$ cat config.mk
export PLATFORM = sky130hd
export DESIGN_NAME = fios_result_reducer_flat
export DESIGN_NICKNAME = d
export VERILOG_FILES = /design/src/rtl/fios_pkg.sv /design/src/rtl/fios_result_reducer_if.sv /design/src/rtl/fios_word_subtractor.sv /design/src/rtl/fios_result_reducer.sv /design/src/flat_wrapper.sv
export SDC_FILE = /design/constraint.sdc
export NUM_CORES = 1
export LEC_CHECK = 0
export CORE_UTILIZATION = 65
export CTS_CLUSTER_SIZE = 28
export DETAILED_ROUTE_END_ITERATION = 8
export PLACE_DENSITY = 0.85
export SYNTH_ARGS = -nofsm -noshare
export SYNTH_HDL_FRONTEND = slang
export SYNTH_SLANG_ARGS = --single-unit
$ cat constraint.sdc
create_clock -name clock_i -period 9.1 [get_ports clock_i]
set_input_delay 0.91 -clock clock_i [delete_from_list [all_inputs] [get_ports clock_i]]
set_output_delay 0.91 -clock clock_i [all_outputs]
set_load 0.01 [all_outputs]
$ cat src/rtl/fios_pkg.sv
// Shared definitions for the FIOS multiplier back end: word width, pointer
// sizing helpers and the result-reducer state encoding.
package fios_pkg;

  localparam int WORD_W = 17;

  // Bits needed to index s words (at least 1, so a one-word build still has a port).
  function automatic int word_ptr_w(input int s);
    return (s > 1) ? $clog2(s) : 1;
  endfunction

  // Bits needed to count 0..s words inclusive.
  function automatic int word_cnt_w(input int s);
    return $clog2(s + 1);
  endfunction

  typedef enum logic [2:0] {
    IDLE,
    COLLECT,
    SUB,
    SEL,
    OUT
  } reducer_state_t;

endpackage

$ cat src/rtl/fios_result_reducer_if.sv
// Result-reducer bus: multiplier result push, p-store read port, output stream
// and status. master is the reducer side, slave the surrounding system.
interface fios_result_reducer_if
  import fios_pkg::*;
#(
  parameter int S = 8,
  parameter int W = WORD_W
);

  localparam int PTR_W = word_ptr_w(S);

  logic             res_push_i;
  logic [W-1:0]     res_i;
  logic             done_i;
  logic [PTR_W-1:0] p_addr_o;
  logic             p_rd_en_o;
  logic [W-1:0]     p_i;
  logic             out_valid_o;
  logic             out_ready_i;
  logic [W-1:0]     out_data_o;
  logic             out_last_o;
  logic             busy_o;
  logic             error_o;

  modport master (
    input  res_push_i, res_i, done_i, p_i, out_ready_i,
    output p_addr_o, p_rd_en_o, out_valid_o, out_data_o, out_last_o, busy_o, error_o
  );

  modport slave (
    output res_push_i, res_i, done_i, p_i, out_ready_i,
    input  p_addr_o, p_rd_en_o, out_valid_o, out_data_o, out_last_o, busy_o, error_o
  );

endinterface

$ cat src/rtl/fios_word_subtractor.sv
// One radix-2^W digit of a word-serial subtraction: combinational difference,
// borrow held in a register between digits.
module fios_word_subtractor #(
  parameter int W = 17
) (
  input  logic         clock_i,
  input  logic         reset_i,
  input  logic         clr_i,
  input  logic         en_i,
  input  logic [W-1:0] a_i,
  input  logic [W-1:0] b_i,
  input  logic         borrow_i,
  output logic [W-1:0] diff_o,
  output logic         borrow_o
);

  logic [W:0] full;
  logic       borrow_q, borrow_d;

  // NOTE: every variable written here gets a value before any branch, so no latch is inferred.
  always_comb begin
    full     = {1'b0, a_i} - {1'b0, b_i} - {{W{1'b0}}, borrow_i};
    diff_o   = full[W-1:0];
    borrow_d = borrow_q;
    if (clr_i) begin
      borrow_d = 1'b0;
    end else if (en_i) begin
      borrow_d = full[W];
    end
  end

  // NOTE: state updates use non-blocking assignments so all flops sample together.
  always_ff @(posedge clock_i) begin
    if (reset_i) begin
      borrow_q <= 1'b0;
    end else begin
      borrow_q <= borrow_d;
    end
  end

  assign borrow_o = borrow_q;

endmodule

$ cat src/rtl/fios_result_reducer.sv
// Captures the multiplier's result words, conditionally subtracts p word-serially
// and streams the reduced result out on a valid/ready port.
module fios_result_reducer
  import fios_pkg::*;
#(
  parameter int S = 8,
  parameter int W = WORD_W
) (
  input  logic                 clock_i,
  input  logic                 reset_i,
  fios_result_reducer_if.master bus
);

  localparam int                PTR_W    = word_ptr_w(S);
  localparam int                CNT_W    = word_cnt_w(S);
  localparam logic [CNT_W-1:0]  FULL_CNT = CNT_W'(S);
  localparam logic [PTR_W-1:0]  LAST_PTR = PTR_W'(S - 1);

  reducer_state_t   state_q, state_d;
  logic [CNT_W-1:0] wr_ptr_q, wr_ptr_d;
  logic [CNT_W-1:0] rd_ptr_q, rd_ptr_d;
  logic [PTR_W-1:0] out_ptr_q, out_ptr_d;
  logic             sel_res_q, sel_res_d;
  logic             error_q, error_d;
  logic [W-1:0]     res_buf_q  [S];
  logic [W-1:0]     res_buf_d  [S];
  logic [W-1:0]     diff_buf_q [S];
  logic [W-1:0]     diff_buf_d [S];

  logic [CNT_W-1:0] push_cnt;
  logic [PTR_W-1:0] sub_idx;
  logic             sub_en, sub_clr, borrow;
  logic [W-1:0]     diff;

  // SUB cycle k (k >= 1) consumes the p word requested in cycle k-1.
  assign sub_idx = PTR_W'(rd_ptr_q - CNT_W'(1));

  fios_word_subtractor #(.W(W)) u_sub (
    .clock_i  (clock_i),
    .reset_i  (reset_i),
    .clr_i    (sub_clr),
    .en_i     (sub_en),
    .a_i      (res_buf_q[sub_idx]),
    .b_i      (bus.p_i),
    .borrow_i (borrow),
    .diff_o   (diff),
    .borrow_o (borrow)
  );

  always_comb begin
    state_d     = state_q;
    wr_ptr_d    = wr_ptr_q;
    rd_ptr_d    = rd_ptr_q;
    out_ptr_d   = out_ptr_q;
    sel_res_d   = sel_res_q;
    error_d     = error_q;
    res_buf_d   = res_buf_q;
    diff_buf_d  = diff_buf_q;
    push_cnt    = wr_ptr_q;
    sub_en      = 1'b0;
    sub_clr     = 1'b0;
    bus.p_rd_en_o   = 1'b0;
    bus.p_addr_o    = '0;
    bus.out_valid_o = 1'b0;
    bus.out_data_o  = '0;
    bus.out_last_o  = 1'b0;
    bus.busy_o      = 1'b0;

    case (state_q)
      IDLE, COLLECT: begin
        if (bus.res_push_i) begin
          if (wr_ptr_q == FULL_CNT) begin
            error_d = 1'b1;
          end else begin
            res_buf_d[wr_ptr_q[PTR_W-1:0]] = bus.res_i;
            push_cnt = wr_ptr_q + CNT_W'(1);
            state_d  = COLLECT;
          end
        end
        wr_ptr_d = push_cnt;
        // done_i sees the word count including a push in the same cycle.
        if (bus.done_i) begin
          if (push_cnt == FULL_CNT) begin
            state_d  = SUB;
            rd_ptr_d = '0;
            sub_clr  = 1'b1;
          end else begin
            error_d  = 1'b1;
            wr_ptr_d = '0;
            state_d  = IDLE;
          end
        end
      end

      SUB: begin
        bus.busy_o = 1'b1;
        if (rd_ptr_q != FULL_CNT) begin
          bus.p_rd_en_o = 1'b1;
          bus.p_addr_o  = rd_ptr_q[PTR_W-1:0];
          rd_ptr_d      = rd_ptr_q + CNT_W'(1);
        end else begin
          state_d = SEL;
        end
        if (rd_ptr_q != '0) begin
          sub_en              = 1'b1;
          diff_buf_d[sub_idx] = diff;
        end
      end

      SEL: begin
        bus.busy_o = 1'b1;
        sel_res_d  = borrow;
        out_ptr_d  = '0;
        state_d    = OUT;
      end

      OUT: begin
        bus.busy_o      = 1'b1;
        bus.out_valid_o = 1'b1;
        bus.out_data_o  = sel_res_q ? res_buf_q[out_ptr_q] : diff_buf_q[out_ptr_q];
        bus.out_last_o  = (out_ptr_q == LAST_PTR);
        if (bus.out_ready_i) begin
          if (out_ptr_q == LAST_PTR) begin
            state_d   = IDLE;
            wr_ptr_d  = '0;
            out_ptr_d = '0;
          end else begin
            out_ptr_d = out_ptr_q + PTR_W'(1);
          end
        end
      end

      default: state_d = IDLE;
    endcase

    if ((state_q == SUB || state_q == SEL || state_q == OUT) &&
        (bus.res_push_i || bus.done_i)) begin
      error_d = 1'b1;
    end
  end

  assign bus.error_o = error_q;

  always_ff @(posedge clock_i) begin
    if (reset_i) begin
      state_q   <= IDLE;
      wr_ptr_q  <= '0;
      rd_ptr_q  <= '0;
      out_ptr_q <= '0;
      sel_res_q <= 1'b0;
      error_q   <= 1'b0;
    end else begin
      state_q   <= state_d;
      wr_ptr_q  <= wr_ptr_d;
      rd_ptr_q  <= rd_ptr_d;
      out_ptr_q <= out_ptr_d;
      sel_res_q <= sel_res_d;
      error_q   <= error_d;
    end
  end

  // NOTE: the word buffers have no reset; clearing the pointers discards their contents.
  always_ff @(posedge clock_i) begin
    res_buf_q  <= res_buf_d;
    diff_buf_q <= diff_buf_d;
  end

endmodule
$ cat src/flat_wrapper.sv
// flat-port wrapper written by rule: the top's interface ports become plain ports
module fios_result_reducer_flat import fios_pkg::*;
#(
  parameter int S = 8,
  parameter int W = WORD_W
)
  (clock_i, reset_i, bus_res_push_i, bus_res_i, bus_done_i, bus_p_i, bus_out_ready_i, bus_p_addr_o, bus_p_rd_en_o, bus_out_valid_o, bus_out_data_o, bus_out_last_o, bus_busy_o, bus_error_o);
  fios_result_reducer_if #(.S(S), .W(W)) bus_i ();
  input  logic clock_i;
  input  logic reset_i;
  input wire logic [$bits(bus_i.res_push_i)-1:0] bus_res_push_i;
  input wire logic [$bits(bus_i.res_i)-1:0] bus_res_i;
  input wire logic [$bits(bus_i.done_i)-1:0] bus_done_i;
  input wire logic [$bits(bus_i.p_i)-1:0] bus_p_i;
  input wire logic [$bits(bus_i.out_ready_i)-1:0] bus_out_ready_i;
  output wire logic [$bits(bus_i.p_addr_o)-1:0] bus_p_addr_o;
  output wire logic [$bits(bus_i.p_rd_en_o)-1:0] bus_p_rd_en_o;
  output wire logic [$bits(bus_i.out_valid_o)-1:0] bus_out_valid_o;
  output wire logic [$bits(bus_i.out_data_o)-1:0] bus_out_data_o;
  output wire logic [$bits(bus_i.out_last_o)-1:0] bus_out_last_o;
  output wire logic [$bits(bus_i.busy_o)-1:0] bus_busy_o;
  output wire logic [$bits(bus_i.error_o)-1:0] bus_error_o;
  assign bus_i.res_push_i = bus_res_push_i;
  assign bus_i.res_i = bus_res_i;
  assign bus_i.done_i = bus_done_i;
  assign bus_i.p_i = bus_p_i;
  assign bus_i.out_ready_i = bus_out_ready_i;
  assign bus_p_addr_o = bus_i.p_addr_o;
  assign bus_p_rd_en_o = bus_i.p_rd_en_o;
  assign bus_out_valid_o = bus_i.out_valid_o;
  assign bus_out_data_o = bus_i.out_data_o;
  assign bus_out_last_o = bus_i.out_last_o;
  assign bus_busy_o = bus_i.busy_o;
  assign bus_error_o = bus_i.error_o;
  fios_result_reducer #(.S(S), .W(W)) u_core (.clock_i(clock_i), .reset_i(reset_i), .bus(bus_i));
endmodule
==> results.cfg, run 1 <==
[sta]
fin_crit_ns = 5.73
rsz0062_at_grt = no
clock_skew_ns = 0.0147
tightest_slew_ns = 0.991
post-route-period-util_pct = 62.9
tns_ns = 0
clock.fmax_ghz = 0.175
drv_slew = 0
hold_violations = 0
whs_ns = 0.488
finalSetupViolCount = 0
slew_headroom_pct = 33.5

[clocking]
cts_setup_buffers = 0
insertion_delay_ns = 0.53
cts_resized = 0
cts.clk_slew.worst_paths_ns = 0.07
clockRootBuffer = clkbuf_16
clock_sinks = 289
cts_tree = done
cts_buffers = 27
clockBufferDepth = 3
cts_max_level = 1
cts_hold_buf = 0

[min_path]
hp-class = flip-flop to flip-flop

[yosys]
synth_edf_count = 272
synthArstFlopShare_pct = 0
syn_nets = 888
synth_cells = 811
ys_types = 52
yosys_register_bits = 289
synth-xor-area-share_pct = 1.27
synthFlopType = edfxtp_1
avgSynthCellArea_sq_um = 16.3
synth_top_family_by_area = multiplexers
synth_adder_area_share_pct = 3.70
synth-compound-area-share_pct = 7.28
ys_seq_area_share_pct = 64.2
syn_area_sq_um = 13300
synthSimpleGateAreaFrac_pct = 6.11
yosysWarnings = 0
synth.area.mux_share_pct = 15.1

[critical_path]
critPathKind = flip-flop to flip-flop
required_ns = 9.33
cp-start-kind = flip-flop
cp.arrival_ns = 5.96
worstPathMaxFanout = 16
cp-end-kind = flip-flop

[floorplanning]
rows = 51
start_util_pct = 67.2
die_x_um = 145
ioPinCount = 64
die_h_um = 145
coreArea_sq_um = 19700
dieArea_sq_um = 21000

[final_layout]
layout.nets = 969
antenna_cells = 0
drive_gt1_share_pct = 19.1
final_util_pct = 77.0
syn2layout_area_growth_pct = 14.6
final_cell_mix = 272 x edfxtp_1, 87 x mux4_2, 63 x clkdlybuf4s50_1, 45 x inv_1, 43 x a22oi_1
final-seq-area_sq_um = 8520
layout_commonest_cell = edfxtp_1
fin_cells = 1177
fillerInstances = 1072
multi_input_comb_area_sq_um = 4490

[placed_design]
io_buffer_count = 63
place_inst = 1128
dp_hpwl_mm = 21.5
gp_congestion = 0.932

[routing]
drcViolationCount = 0
dr_total_vias = 8221
ant_nets = 0
wl_per_cell_um = 27.7
drt_pass1_iterations = 5
vias_per_cell = 6.98
drt_wl_total_mm = 32.6
drt-initial-drc-count = 1032

[global_route]
first_global_vias = 7952
top_usage_layer = met2
grt_pass1_wl_mm = 48.5
grt_util_met3_pct = 4.05
overflow = 0
grtUsageMet1_pct = 47.2
grt_usage_pct = 32.5
grt_max_degree = 39
gr-usage-met2_pct = 53.5
antenna_found_initial = 0

[pwr]
total_power_mw = 3.22
p_per_area_nw_per_um2 = 212
total_leakage_power_nw = 4.91
ir_drop_v = 0.000234

[run]
cap_violations = 0

[outcome]
status = completed
-- per-stage QoR --
| step | worst slack (ns) | area (sq um) |
|---|---|---|
| floorplan | 4.53 | 13300 |
| global placement | 3.95 | 14300 |
| detailed placement | 3.70 | 14300 |
| CTS | 3.58 | 15200 |
| global route | 3.09 | 15200 |
| finish | 3.37 | 15200 |
-- power breakdown --
part           switching [mW]  leakage (nW)  internal [mW]
logic                   0.356          1.90          0.174
clock network           0.466         0.414          0.602
registers              0.0120          2.59           1.61
-- worst max-delay path: stages (launching register included) --
cell,delay [ns]
dfxtp_1,0.67
inv_1,0.19
ha_1,0.35
xnor2_1,0.74
nor2_1,0.14
buf_4,0.26
a22oi_1,0.19
and4_1,0.26
fa_1,0.18
inv_1,0.06
fa_1,0.41
nand2b_1,0.20
a21oi_1,0.33
a211oi_1,0.15
o22ai_1,0.32
o221ai_1,0.24
o41ai_1,0.38
xnor2_1,0.37
-- sequential cells by signal, indices dropped and copies added (netlist names) --
register               flops
u_core.state_q             3
u_core.u_sub.borrow_o      1
u_core.rd_ptr_q            4
u_core.sel_res_q           1
u_core.wr_ptr_q            4
u_core.res_buf_q         136
u_core.out_ptr_q           3
u_core.bus.error_o         1
u_core.diff_buf_q        136
-- synth_stat cells (5+ instances only) --
| cell type | number | share of area [%] |
|---|---|---|
| nor3_1 | 19 | 0.72 |
| and3_1 | 12 | 0.57 |
| xnor2_1 | 12 | 0.79 |
| nand2_1 | 31 | 0.88 |
| clkbuf_1 | 25 | 0.71 |
| and4_1 | 5 | 0.33 |
| edfxtp_1 | 272 | 62 |
| nor2_1 | 41 | 1.2 |
| ha_1 | 36 | 3.4 |
| and2_1 | 21 | 0.99 |
| o21ai_0 | 10 | 0.38 |
| a22oi_1 | 43 | 2.4 |
| inv_1 | 45 | 1.3 |
| mux4_2 | 87 | 15 |
| dfxtp_1 | 17 | 2.6 |
| a22o_1 | 12 | 0.79 |
| a21oi_1 | 28 | 1.1 |
| a221oi_1 | 12 | 0.79 |
| nand4_1 | 8 | 0.38 |
| buf_1 | 12 | 0.34 |
| nor4_1 | 6 | 0.28 |
-- worst paths after layout --
check                                  start  slack (ns)                              end  cells past startpoint
min reg2reg  u_core.bus.error_o$_SDFFE_PP0P_        0.49  u_core.bus.error_o$_SDFFE_PP0P_                      2
max          u_core.rd_ptr_q[0]$_SDFFE_PP0P_        3.37  u_core.diff_buf_q[50]$_DFFE_PP_                     17
max reg2reg  u_core.rd_ptr_q[0]$_SDFFE_PP0P_        3.37  u_core.diff_buf_q[50]$_DFFE_PP_                     17
min          u_core.bus.error_o$_SDFFE_PP0P_        0.49  u_core.bus.error_o$_SDFFE_PP0P_                      2
-- cell families after synthesis --
family | count (synthesis)
AND/OR/NAND/NOR | 159
XOR/XNOR | 17
flip-flops | 289
multiplexers | 91
buffers and inverters | 83
adder cells (fa/ha/maj) | 38
AO/OA/AOI/OAI | 134
-- final cells by class --
type | count | area share [%]
timing repair buffer | 90 | 5.49
tap | 265 | 2.18
inverter | 45 | 1.11
clock inverter | 19 | 1.02
multi-input combinational | 439 | 29.6
sequential | 289 | 56.1
clock buffer | 30 | 4.52
-- layer usage --
| layer | share of wire (%) | vias to the layer above | wire, um |
|---|---|---|---|
| li1 | - | 3447 | - |
| met1 | 39 | 4142 | 12700 |
| met2 | 49 | 564 | 16100 |
| met3 | 9.4 | 68 | 3060 |
| met4 | 2.2 | 0 | 702 |
| met5 | 0 | - | 0 |
No activity file was read; power rests on OpenSTA's default activity.
==> run 2, diff against run 1 <==
- CORE_UTILIZATION: 65 -> 55
- PLACE_DENSITY: 0.85 -> 0.77
- clock period: 9.1 -> 4.62 ns (I/O delays scaled with it)
==> run 2 against run 1 <==
Compared with the run above:
- core utilization fell by 11 points
- non-clock buffer count is 10 higher
- maximum frequency up 31%
- sequential share of layout area down 1.0 points
==> results.cfg, run 2 (synthesis gave the netlist of run 1 again) <==
[global_route]
first_global_vias = 7664
antenna_found_initial = 0
grt_max_degree = 39
overflow = 0
grt_pass1_wl_mm = 45.3
grt_usage_pct = 25.3

[sta]
fin_crit_ns = 4.37
post-route-period-util_pct = 94.6
whs_ns = 0.476
hold_violations = 0
clock_skew_ns = 0.0124
finalSetupViolCount = 0
tightest_slew_ns = 0.969
clock.fmax_ghz = 0.229
slew_headroom_pct = 35.3
drv_slew = 0

[clocking]
cts_resized = 0
clock_sinks = 289
cts.clk_slew.worst_paths_ns = 0.07
cts_buffers = 28
cts_setup_buffers = 0
clockBufferDepth = 3
clockRootBuffer = clkbuf_16
cts_hold_buf = 0
cts_tree = done
cts_max_level = 1
insertion_delay_ns = 0.55

[final_layout]
final_util_pct = 65.7
fillerInstances = 1632
syn2layout_area_growth_pct = 16.7
fin_cells = 1240
largestRegisters = u_core.diff_buf_q: 136 flops, u_core.res_buf_q: 136 flops
layout_commonest_cell = edfxtp_1
layout.nets = 980
design_area_sq_um = 15500
final_cell_mix = 272 x edfxtp_1, 87 x mux4_2, 63 x clkdlybuf4s50_1, 45 x inv_1, 43 x a22oi_1
drive_gt1_share_pct = 20.8

[placed_design]
dp_hpwl_mm = 20.4
place_inst = 1192
dpl_cell_area_sq_um = 14500
io_buffer_count = 63
gp_congestion = 0.886

[floorplanning]
dieArea_sq_um = 24700
die_x_um = 157
die_h_um = 157
rows = 56
start_util_pct = 56.3
coreArea_sq_um = 23500
ioPinCount = 64

[pwr]
p_per_area_nw_per_um2 = 420
total_power_mw = 6.49
total_leakage_power_nw = 5.01
ir_drop_v = 0.000494

[routing]
dr_total_vias = 7878
vias_per_cell = 6.35
drt-initial-drc-count = 1001
wl_per_cell_um = 24.3
drt_wl_total_mm = 30.2
drcViolationCount = 0
ant_nets = 0
drt_pass1_iterations = 5

[critical_path]
critPathBufInv = 5
critPathMaxStageDelay_ns = 0.39
slowest_stage = ha_1
worstPathMaxFanout = 9
cp-start-kind = flip-flop
cp-end-kind = flip-flop
crit_chain = inv_1 > ha_1 > buf_4 > nand2_1 > nor2_1 > buf_4 > buf_4 > a22oi_1 > and3_1 > ha_1 > inv_1 > ha_1 > nand2_1 > nor2_1 > nand4_1 > a211oi_1 > a211oi_1 > mux2i_1 > nand2_1
critPathKind = flip-flop to flip-flop
required_ns = 4.86
crit_family = simple AND/OR/NAND/NOR gates
cp.arrival_ns = 4.62

[run]
cap_violations = 0

[min_path]
hp-class = flip-flop to flip-flop

[outcome]
status = completed
[run 2: path summary, 6_finish.rpt]
| kind | from | endpoint | slack, ns | depth (start not counted) |
|---|---|---|---|---|
| max | u_core.rd_ptr_q[0]$_SDFFE_PP0P_ | u_core.diff_buf_q[15]$_DFFE_PP_ | 0.25 | 19 |
| min | u_core.bus.error_o$_SDFFE_PP0P_ | u_core.bus.error_o$_SDFFE_PP0P_ | 0.48 | 2 |
| max reg2reg | u_core.rd_ptr_q[0]$_SDFFE_PP0P_ | u_core.diff_buf_q[15]$_DFFE_PP_ | 0.25 | 19 |
| min reg2reg | u_core.bus.error_o$_SDFFE_PP0P_ | u_core.bus.error_o$_SDFFE_PP0P_ | 0.48 | 2 |
[run 2: per-stage QoR]
step / TNS (ns) / setup slack, ns
after floorplan: 0 / 0.0495
after global placement: 0 / 0.264
after detailed placement: 0 / 0.110
after CTS: 0 / 0.0615
after global routing: -0.103 / -0.0167
final: 0 / 0.248
[run 2: where the power goes]
part           switching, mW  internal [mW]
clock network          0.937           1.30
logic                  0.691          0.368
registers             0.0184           3.17
[run 2: area by class of cell]
class	instances	area [sq um]	area share [%]
antenna	1	2.50	0.0162
clock buffer	32	737	4.76
clock inverter	15	160	1.04
inverter	45	169	1.09
multi-input combinational	439	4540	29.3
sequential	289	8520	55.1
tap	319	399	2.58
timing repair buffer	100	946	6.12
[run 2: worst register-to-register path: stages (launching register included)]
cell and delay, ns:
dfxtp_1 0.33, inv_1 0.07, ha_1 0.29, buf_4 0.19, nand2_1 0.16, nor2_1 0.28, buf_4 0.25, buf_4 0.19
a22oi_1 0.09, and3_1 0.18, ha_1 0.29, inv_1 0.05, ha_1 0.39, nand2_1 0.14, nor2_1 0.21, nand4_1 0.16
a211oi_1 0.34, a211oi_1 0.12, mux2i_1 0.17, nand2_1 0.17
[run 2: layer usage]
metal	up-vias	track usage (%)	part of all wire, %
li1	3466	-	-
met1	3965	36.4	42
met2	389	40.0	47
met3	58	3.69	7.6
met4	0	8.37	3.1
met5	-	0	0
